===== src/rtl/collatz_pkg.sv =====
// Shared types and default sizing for the collatz sweep sequencer.
package collatz_pkg;

  localparam int unsigned N_W_DEF        = 32;
  localparam int unsigned STEP_W_DEF     = 16;
  localparam int unsigned STEP_LIMIT_DEF = 1000;

  typedef enum logic [2:0] {
    IDLE,
    GO,
    WAIT,
    RUN,
    EMIT
  } sweep_state_t;

endpackage


===== src/rtl/collatz_max_tracker.sv =====
// Running maximum of step counts over a sweep; strict-greater, timeouts excluded.
module collatz_max_tracker
  import collatz_pkg::*;
#(
  parameter int unsigned N_W    = N_W_DEF,
  parameter int unsigned STEP_W = STEP_W_DEF
) (
  input  logic              clk,
  input  logic              reset,
  input  logic              clear,
  input  logic              update,
  input  logic [N_W-1:0]    cand_n,
  input  logic [STEP_W-1:0] cand_steps,
  input  logic              cand_timeout,
  output logic [N_W-1:0]    max_n,
  output logic [STEP_W-1:0] max_steps
);

  // Replace only on strictly greater steps so ties keep the earlier start value.
  always_ff @(posedge clk or posedge reset) begin
    if (reset) begin
      max_n     <= '0;
      max_steps <= '0;
    end else if (clear) begin
      max_n     <= '0;
      max_steps <= '0;
    end else if (update && !cand_timeout && (cand_steps > max_steps)) begin
      max_n     <= cand_n;
      max_steps <= cand_steps;
    end
  end

endmodule


===== src/rtl/collatz_sweep.sv =====
// Feeds a range of start values to the collatz iterator, counts steps until
// done, streams (n, steps) results over valid/ready and tracks the maximum.
module collatz_sweep
  import collatz_pkg::*;
#(
  parameter int unsigned N_W        = N_W_DEF,
  parameter int unsigned STEP_W     = STEP_W_DEF,
  parameter int unsigned STEP_LIMIT = STEP_LIMIT_DEF
) (
  input  logic              clk,
  input  logic              reset,
  input  logic              start,
  input  logic [N_W-1:0]    first,
  input  logic [STEP_W-1:0] count,
  output logic              it_go,
  output logic [N_W-1:0]    it_n,
  input  logic              it_done,
  output logic              res_valid,
  input  logic              res_ready,
  output logic [N_W-1:0]    res_n,
  output logic [STEP_W-1:0] res_steps,
  output logic              res_timeout,
  output logic              busy,
  output logic              finished,
  output logic [N_W-1:0]    max_n,
  output logic [STEP_W-1:0] max_steps
);

  localparam logic [STEP_W-1:0] LIMIT = STEP_W'(STEP_LIMIT);

  sweep_state_t      state, state_nxt;
  logic [N_W-1:0]    cur;
  logic [STEP_W-1:0] remaining;
  logic [STEP_W-1:0] steps;
  logic              start_ok;
  logic              accept;

  assign start_ok  = (state == IDLE) && start && (count != '0);
  assign accept    = (state == EMIT) && res_ready;
  assign it_go     = (state == GO);
  assign it_n      = cur;
  assign res_valid = (state == EMIT);
  assign busy      = (state != IDLE);

  // State register.
  always_ff @(posedge clk or posedge reset) begin
    if (reset) state <= IDLE;
    else       state <= state_nxt;
  end

  // Next-state logic; WAIT exists only to skip the iterator's stale done.
  always_comb begin
    state_nxt = state;
    case (state)
      IDLE: if (start_ok) state_nxt = GO;
      GO:   state_nxt = WAIT;
      WAIT: state_nxt = RUN;
      RUN:  if (it_done || (steps == LIMIT)) state_nxt = EMIT;
      EMIT: if (res_ready) state_nxt = (remaining == STEP_W'(1)) ? IDLE : GO;
      default: state_nxt = IDLE;
    endcase
  end

  // Sweep datapath: cursor, remaining count, step counter, result and finished flag.
  always_ff @(posedge clk or posedge reset) begin
    if (reset) begin
      cur         <= '0;
      remaining   <= '0;
      steps       <= '0;
      res_n       <= '0;
      res_steps   <= '0;
      res_timeout <= 1'b0;
      finished    <= 1'b0;
    end else begin
      case (state)
        IDLE: begin
          if (start) begin
            if (count != '0) begin
              cur       <= first;
              remaining <= count;
              finished  <= 1'b0;
            end else begin
              finished  <= 1'b1;
            end
          end
        end
        GO: steps <= '0;
        RUN: begin
          if (it_done) begin
            res_n       <= cur;
            res_steps   <= steps;
            res_timeout <= 1'b0;
          end else if (steps == LIMIT) begin
            res_n       <= cur;
            res_steps   <= steps;
            res_timeout <= 1'b1;
          end else begin
            steps <= steps + STEP_W'(1);
          end
        end
        EMIT: begin
          if (res_ready) begin
            cur       <= cur + N_W'(1);
            remaining <= remaining - STEP_W'(1);
            if (remaining == STEP_W'(1)) finished <= 1'b1;
          end
        end
        default: ;
      endcase
    end
  end

  collatz_max_tracker #(
    .N_W    (N_W),
    .STEP_W (STEP_W)
  ) u_max (
    .clk          (clk),
    .reset        (reset),
    .clear        (start_ok),
    .update       (accept),
    .cand_n       (res_n),
    .cand_steps   (res_steps),
    .cand_timeout (res_timeout),
    .max_n        (max_n),
    .max_steps    (max_steps)
  );

endmodule


===== config.mk =====
export PLATFORM = sky130hd
export DESIGN_NAME = collatz_sweep
export DESIGN_NICKNAME = d
export VERILOG_FILES = /design/src/rtl/collatz_pkg.sv /design/src/rtl/collatz_max_tracker.sv /design/src/rtl/collatz_sweep.sv
export SDC_FILE = /design/constraint.sdc
export NUM_CORES = 1
export LEC_CHECK = 0
export ABC_AREA = 0
export BUFFER_PORTS_ARGS = -buffer_cell sky130_fd_sc_hd__buf_4
export CELL_PAD_IN_SITES_DETAIL_PLACEMENT = 1
export CELL_PAD_IN_SITES_GLOBAL_PLACEMENT = 2
export CORE_UTILIZATION = 36
export DETAILED_ROUTE_END_ITERATION = 12
export PLACE_DENSITY = 0.84
export SETUP_SLACK_MARGIN = 0.05
export SYNTH_ARGS = -nofsm -noshare
export SYNTH_HDL_FRONTEND = slang
export SYNTH_SLANG_ARGS = --single-unit

===== constraint.sdc =====
create_clock -name clk -period 13.2 [get_ports clk]
set_input_delay 1.32 -clock clk [delete_from_list [all_inputs] [get_ports clk]]
set_output_delay 1.32 -clock clk [all_outputs]
set_load 0.02 [all_outputs]

# Word level (Yosys, flattened, before mapping)
# Cells that the tools add are included.
totals:
  register_bits: 165
  latchBits: 0
  mem_bits_rw: 0
  mem_bits_ro: 0
  input_bits: 53
  out_inout_bits: 133
  elab_cells: 78
  n_memories: 0
classes:
  add_sub_neg: 3
  multipliers: 0
  div: 0
  order_cmp: 1
  eq_ne: 14
  shifts: 0
  n_mux: 31
  bitwise: 0
  n_reduce_logical: 19
ops:
  columns: ["cell", "n"]
  rows:
  - ["two-way mux 32 bit", 7]
  - ["two-way mux 16 bit", 9]
  - ["one-hot mux 16 bit (2 select lines)", 2]
  - ["one-hot mux 32 bit (2 select lines)", 1]
  - ["adder 32 x 1 -> 32 bit (second input constant)", 1]
  - ["adder 16 x 1 -> 16 bit (second input constant)", 1]
  - ["equality test 16 x 1 -> 1 bit (second input constant)", 1]
  - ["equality test 16 x 10 -> 1 bit (second input constant)", 1]
  - ["greater-than comparator 16 bit", 1]
  - ["nonzero test 16 bit", 1]
  - ["subtractor 16 x 1 -> 16 bit (second input constant)", 1]
  - ["one-hot mux 3 bit (5 select lines)", 1]
  - ["!= test 2 bit (second input constant)", 5]
  - ["two-way mux 3 bit", 3]
  - ["AND reduction 4 bit", 2]
  - ["nonzero test 2 bit", 4]
  - ["two-way mux 1 bit", 7]
  - ["equality test 3 x 2 -> 1 bit (second input constant)", 2]
  - ["!= test 2 x 1 -> 1 bit (second input constant)", 3]
  - ["AND reduction 3 bit", 2]
  - ["logical AND 1 bit", 5]
  - ["equality test 3 x 1 -> 1 bit (second input constant)", 1]
  - ["equality test 3 bit (second input constant)", 1]
  - ["zero test 3 bit", 1]
  - ["other kinds (5)", 5]

# Logic depth before layout (Yosys ltp)
logic_depth:
  ltp_word: 6
  ltp_mapped: 10
  mapped_depth_nobuf: 8

# Modules after synthesis
# From an unflattened synthesis, not the netlist that was laid out.
hier_totals:
  cells_unflattened: 983
  area_unflattened_um2: 8912.3
modules_own_cells:
  columns: ["module", "instances", "cells_per_inst", "area_per_inst_um2", "seq_area_each_um2"]
  rows:
  - ["collatz_sweep", 1, 717, 6097.1, 2927.8]
  - ["collatz_max_tracker", 1, 266, 2815.2, 1201.2]

# Worst setup path before layout
# OpenSTA, ideal clock, no wires.
synth_path:
  path_type: "register to output"
  startpoint: "register state[0]"
  endpoint: "output res_valid"
  t_arrival_ns: 1.523
  t_required_ns: 11.880
  slack_ns: 10.357
  path_stages_with_launch: 6
  n_path_buf: 2
  cell_sequence: "dfrtp_1 > nor2_1 > nand2_1 > inv_1 > clkbuf_1 > clkbuf_1"
synth_via:
  elab_chain_len: 1
synth_rtl:
  columns: ["element", "line_no", "rtl"]
  rows:
  - ["start: declaration", "collatz_sweep.sv:31", "sweep_state_t state, state_nxt;"]
  - ["start signal: assignment", "collatz_sweep.sv:48", "else state <= state_nxt;"]
  - ["equality test 3 bit", "collatz_sweep.sv:42", "assign res_valid = (state == EMIT);"]
  - ["end: declaration", "collatz_sweep.sv:18", "output logic res_valid,"]
# Every way passes these cells.

# Final worst setup path
layout_path:
  startpoint: "register state[1]"
  endpoint: "output res_valid"
# The elaborated chain is that of the path after synthesis.

==> results by group <==
Synth
  – Share of the synthesized area in the top cell type: 49.74%
  – Syn nets: approximately 960
  – Post-synthesis xor/xnor area fraction: approximately 1.4%
  – Largest family of logic cells by synthesized area: simple AND/OR/NAND/NOR gates
  – Post-synth top cells: dfrtp_1 (165), nand2_1 (122), a21oi_1 (95)
  – Post-synthesis mux area share: 8.048%
  – Syn_area_per_cell: slightly above 9 sq um
  – Cell with the most instances after synthesis: dfrtp_1
  – Synthesized-area fraction occupied by adder cells: between 3 and 4%
  – Sequential area share after synthesis: 49.74%
  – Netlist cell types: 57
  – Area leader, netlist: dfrtp_1
  – Compound-cell area share of the yosys netlist: 15.93%
  – Mapped Cells: 889
  – Top cells by area, synth: dfrtp_1 (50%), a21oi_1 (5.7%), nand2_1 (5.5%)
  – Synthesis Warnings: 0
  – Synth Area in Simple Gates: 16.04%
  – Ys async rst share: 100.0%
  – Number of synthesized flops with an enable pin: 0
  – Most used DFF post-synth: dfrtp_1
  – Mapped cell area: 8302 sq um
  – Synth Register Bits: 165

Pwr
  – Register share of total power: 36.1%
  – P_leak: 5.086 nW
  – Switching Share: 43.30%
  – Combinational share of power: 42.2%
  – NetSw: 1.043 mW
  – Internal power: around 1.4 mW
  – Clock share of power: 21.7%
  – Pwr dens: approximately 230 nW/um^2
  – Maximum vdd ir drop: 101.8 uV

Clocking
  – Setup bufs post-CTS: 0
  – Clk Latency, worst-skew pair: 430 ps
  – CTS clk-pin slew, worst paths: about 70 ps
  – CTS max path bufs: 2
  – # hold bufs at CTS: 0
  – TritonCTS clock tree: yes
  – CTS H-tree lvls: 4
  – Clk sink count: 165
  – Cts repair resizes: 0
  – Number of CTS-inserted buffers: 17
  – Clock root cell: clkbuf_16

Routing
  – Drt initial violations: between 300 and 400
  – Vias post-DR: about 7200
  – Routed WL: between 20 and 30 mm
  – First-pass DRT Iterations: 6
  – ANT nets after route: 0
  – DRC: 0
  – Avg WL per Cell: 18.53 microns
  – Avg Vias per Cell: 5.350

Timing
  – Hold Vio Cnt, Final: 0
  – F_max: 280.8 MHz
  – Minimum clock period: around 3600 ps
  – Endpoints failing setup: 0
  – Worst slew pin tran: 985.6 ps
  – TNS Setup: 0 ps
  – Worst hold slack: 512.3 ps
  – Max Slew Vio Count: 0
  – Worst setup margin: 9638 ps
  – Max_slew headroom: 34.30%
  – Clock skew: 10.76 ps
  – Unrepaired setup endpoints after global routing: no
  – Final Cycle Share: 26.98%

Critical path
  – Critical Path AT: 2240 ps
  – Crit-path max FO: between 50 and 60
  – Startpoint types: flop
  – Max stage delay cell, worst path: dfrtp_1
  – Slowest stage delay, CP: 550 ps
  – Kind of critical path: reg2out
  – Crit end category: output pin
  – Worst path most repeated cell: buf_4
  – Cells along the critical path: nor2_1 > nand2_1 > inv_1 > buf_4 > buf_4
  – WP data required: 11880 ps

GRT
  – Largest net degree at the start of global routing: 95
  – GRT overflow: 0
  – First-pass GRT wire length: slightly above 40 mm
  – GRT Util Overall: between 20% and 30%
  – Vias in the first global route: between 7000 and 8000
  – Initial antenna violation count: 2

Layout
  – Synthesis-to-layout area growth: 26.65%
  – Layout fillers: 2646
  – Layout cells sized above 1: 25.02%
  – Footprint of the multi-input gates: 3714 sq um
  – Register area: 4129 sq um
  – Final Net Count: 1124

Floorplan
  – IO Count: 186
  – Die H: about 150 microns
  – Initial Util: 36.67%
  – Die area: 23670 sq um
  – # rows: 55
  – Core Region: 22640 sq um
  – Die width: 153.9 microns

Outcome
  – Outcome: finished, final reports clean

Worst hold path
  – Hold Path Class: reg2reg

Run
  – Max Cap Viol: 0

Placed design
  – Pre-CTS setup slack: 9423 ps
  – DPL Wire Length: between 15 and 20 mm
  – Placer Congestion: 0.7623
  – Port Buffers: 185
[metrics by stage]
| step | instance area [sq um] | utilization (%) | std cells | power, mW |
|---|---|---|---|---|
| floorplan | 8302 | - | 889 | 1.456 |
| global placement | 9897 | 43.71 | 1316 | 1.883 |
| detailed placement | 9897 | 43.71 | 1316 | 1.904 |
| CTS | 10510 | 46.42 | 1348 | 2.437 |
| global route | 10510 | 46.43 | 1349 | 2.577 |
| finish | 10510 | 46.44 | 1350 | 2.409 |
[path summary, 6_finish.rpt]
check	slack (ps)	endpoint	cells after the start	startpoint
max	9640	res_valid	5	state[1]$_DFFE_PP0P_
min	510	remaining[11]$_DFFE_PP0P_	2	remaining[11]$_DFFE_PP0P_
max reg2reg	10030	res_steps[4]$_DFFE_PP0P_	7	steps[0]$_DFFE_PP0P_
min reg2reg	510	remaining[11]$_DFFE_PP0P_	2	remaining[11]$_DFFE_PP0P_
max in group asynchronous	10560	u_max.max_n[23]$_DFFE_PP0P_	3	reset
min in group asynchronous	1070	res_n[20]$_DFFE_PP0P_	2	reset
[cell usage in the layout, fill, tap and decap left out, drive strengths merged, types with 3 or more instances in the layout]
| cell | netlist | layout |
|---|---|---|
| a21oi | 95 | 95 |
| a221o | 3 | 3 |
| a22oi | 3 | 3 |
| a2bb2oi | 3 | 3 |
| a31oi | 4 | 4 |
| and2 | 3 | 3 |
| and3 | 10 | 10 |
| and4 | 9 | 9 |
| buf | 23 | 195 |
| clkbuf | 30 | 19 |
| dfrtp | 165 | 165 |
| ha | 21 | 21 |
| inv | 61 | 69 |
| mux2 | 30 | 30 |
| mux2i | 33 | 33 |
| nand2 | 122 | 122 |
| nand2b | 4 | 4 |
| nand3 | 33 | 33 |
| nand4 | 16 | 16 |
| nor2 | 49 | 49 |
| nor2b | 7 | 7 |
| nor3 | 17 | 17 |
| nor4 | 7 | 7 |
| o21ai | 85 | 85 |
| o22ai | 11 | 11 |
| o32ai | 8 | 8 |
| xnor2 | 6 | 6 |
| xor2 | 7 | 7 |
[cells by family after synthesis]
kind of cell | Yosys count
simple gates | 283
compound gates | 230
flops | 165
buf+inv | 114
mux | 63
fa+ha+maj | 21
xor+xnor | 13
[routing by layer]
metal	part of all wire, %	routed length (microns)	GRT usage [%]	vias up
met5	0	0	0	-
met4	2.3	574	7.190	0
met3	3.3	825	3.946	30
met2	49	12140	36.75	146
met1	46	11470	28.49	3610
li1	-	-	-	3437
[flip-flops by register name, indices dropped and copies added (netlist names)]
name / flops
finished: 1
remaining: 16
u_max.max_steps: 16
state: 3
res_n: 32
u_max.max_n: 32
res_steps: 16
steps: 16
it_n: 32
res_timeout: 1
[layout make-up]
type / instances / share of cell area, %
diodes: 2 / 0.04760
clock buffers: 19 / 4.308
clock inverters: 13 / 1.511
inverters: 61 / 2.225
multi-input cells: 610 / 35.32
flip-flops and latches: 165 / 39.27
well taps: 285 / 3.392
repair buffers: 195 / 13.92
[power by group through the flow]
stage	sequential, mW	clock (mW)	combinational, mW
global route	0.899	0.557	1.12
global placement	0.878	0	1.00
CTS	0.872	0.535	1.03
detailed placement	0.882	0	1.02
floorplan	0.986	0	0.471
finish	0.870	0.523	1.02
[critical path: cells and delay by family, from the launching register on]
kind	cells	cell delay, ps
buffers and inverters	3	770
AND/OR/NAND/NOR	2	480
flip-flops	1	550
Note: power is estimated with default switching activity, not from simulation.
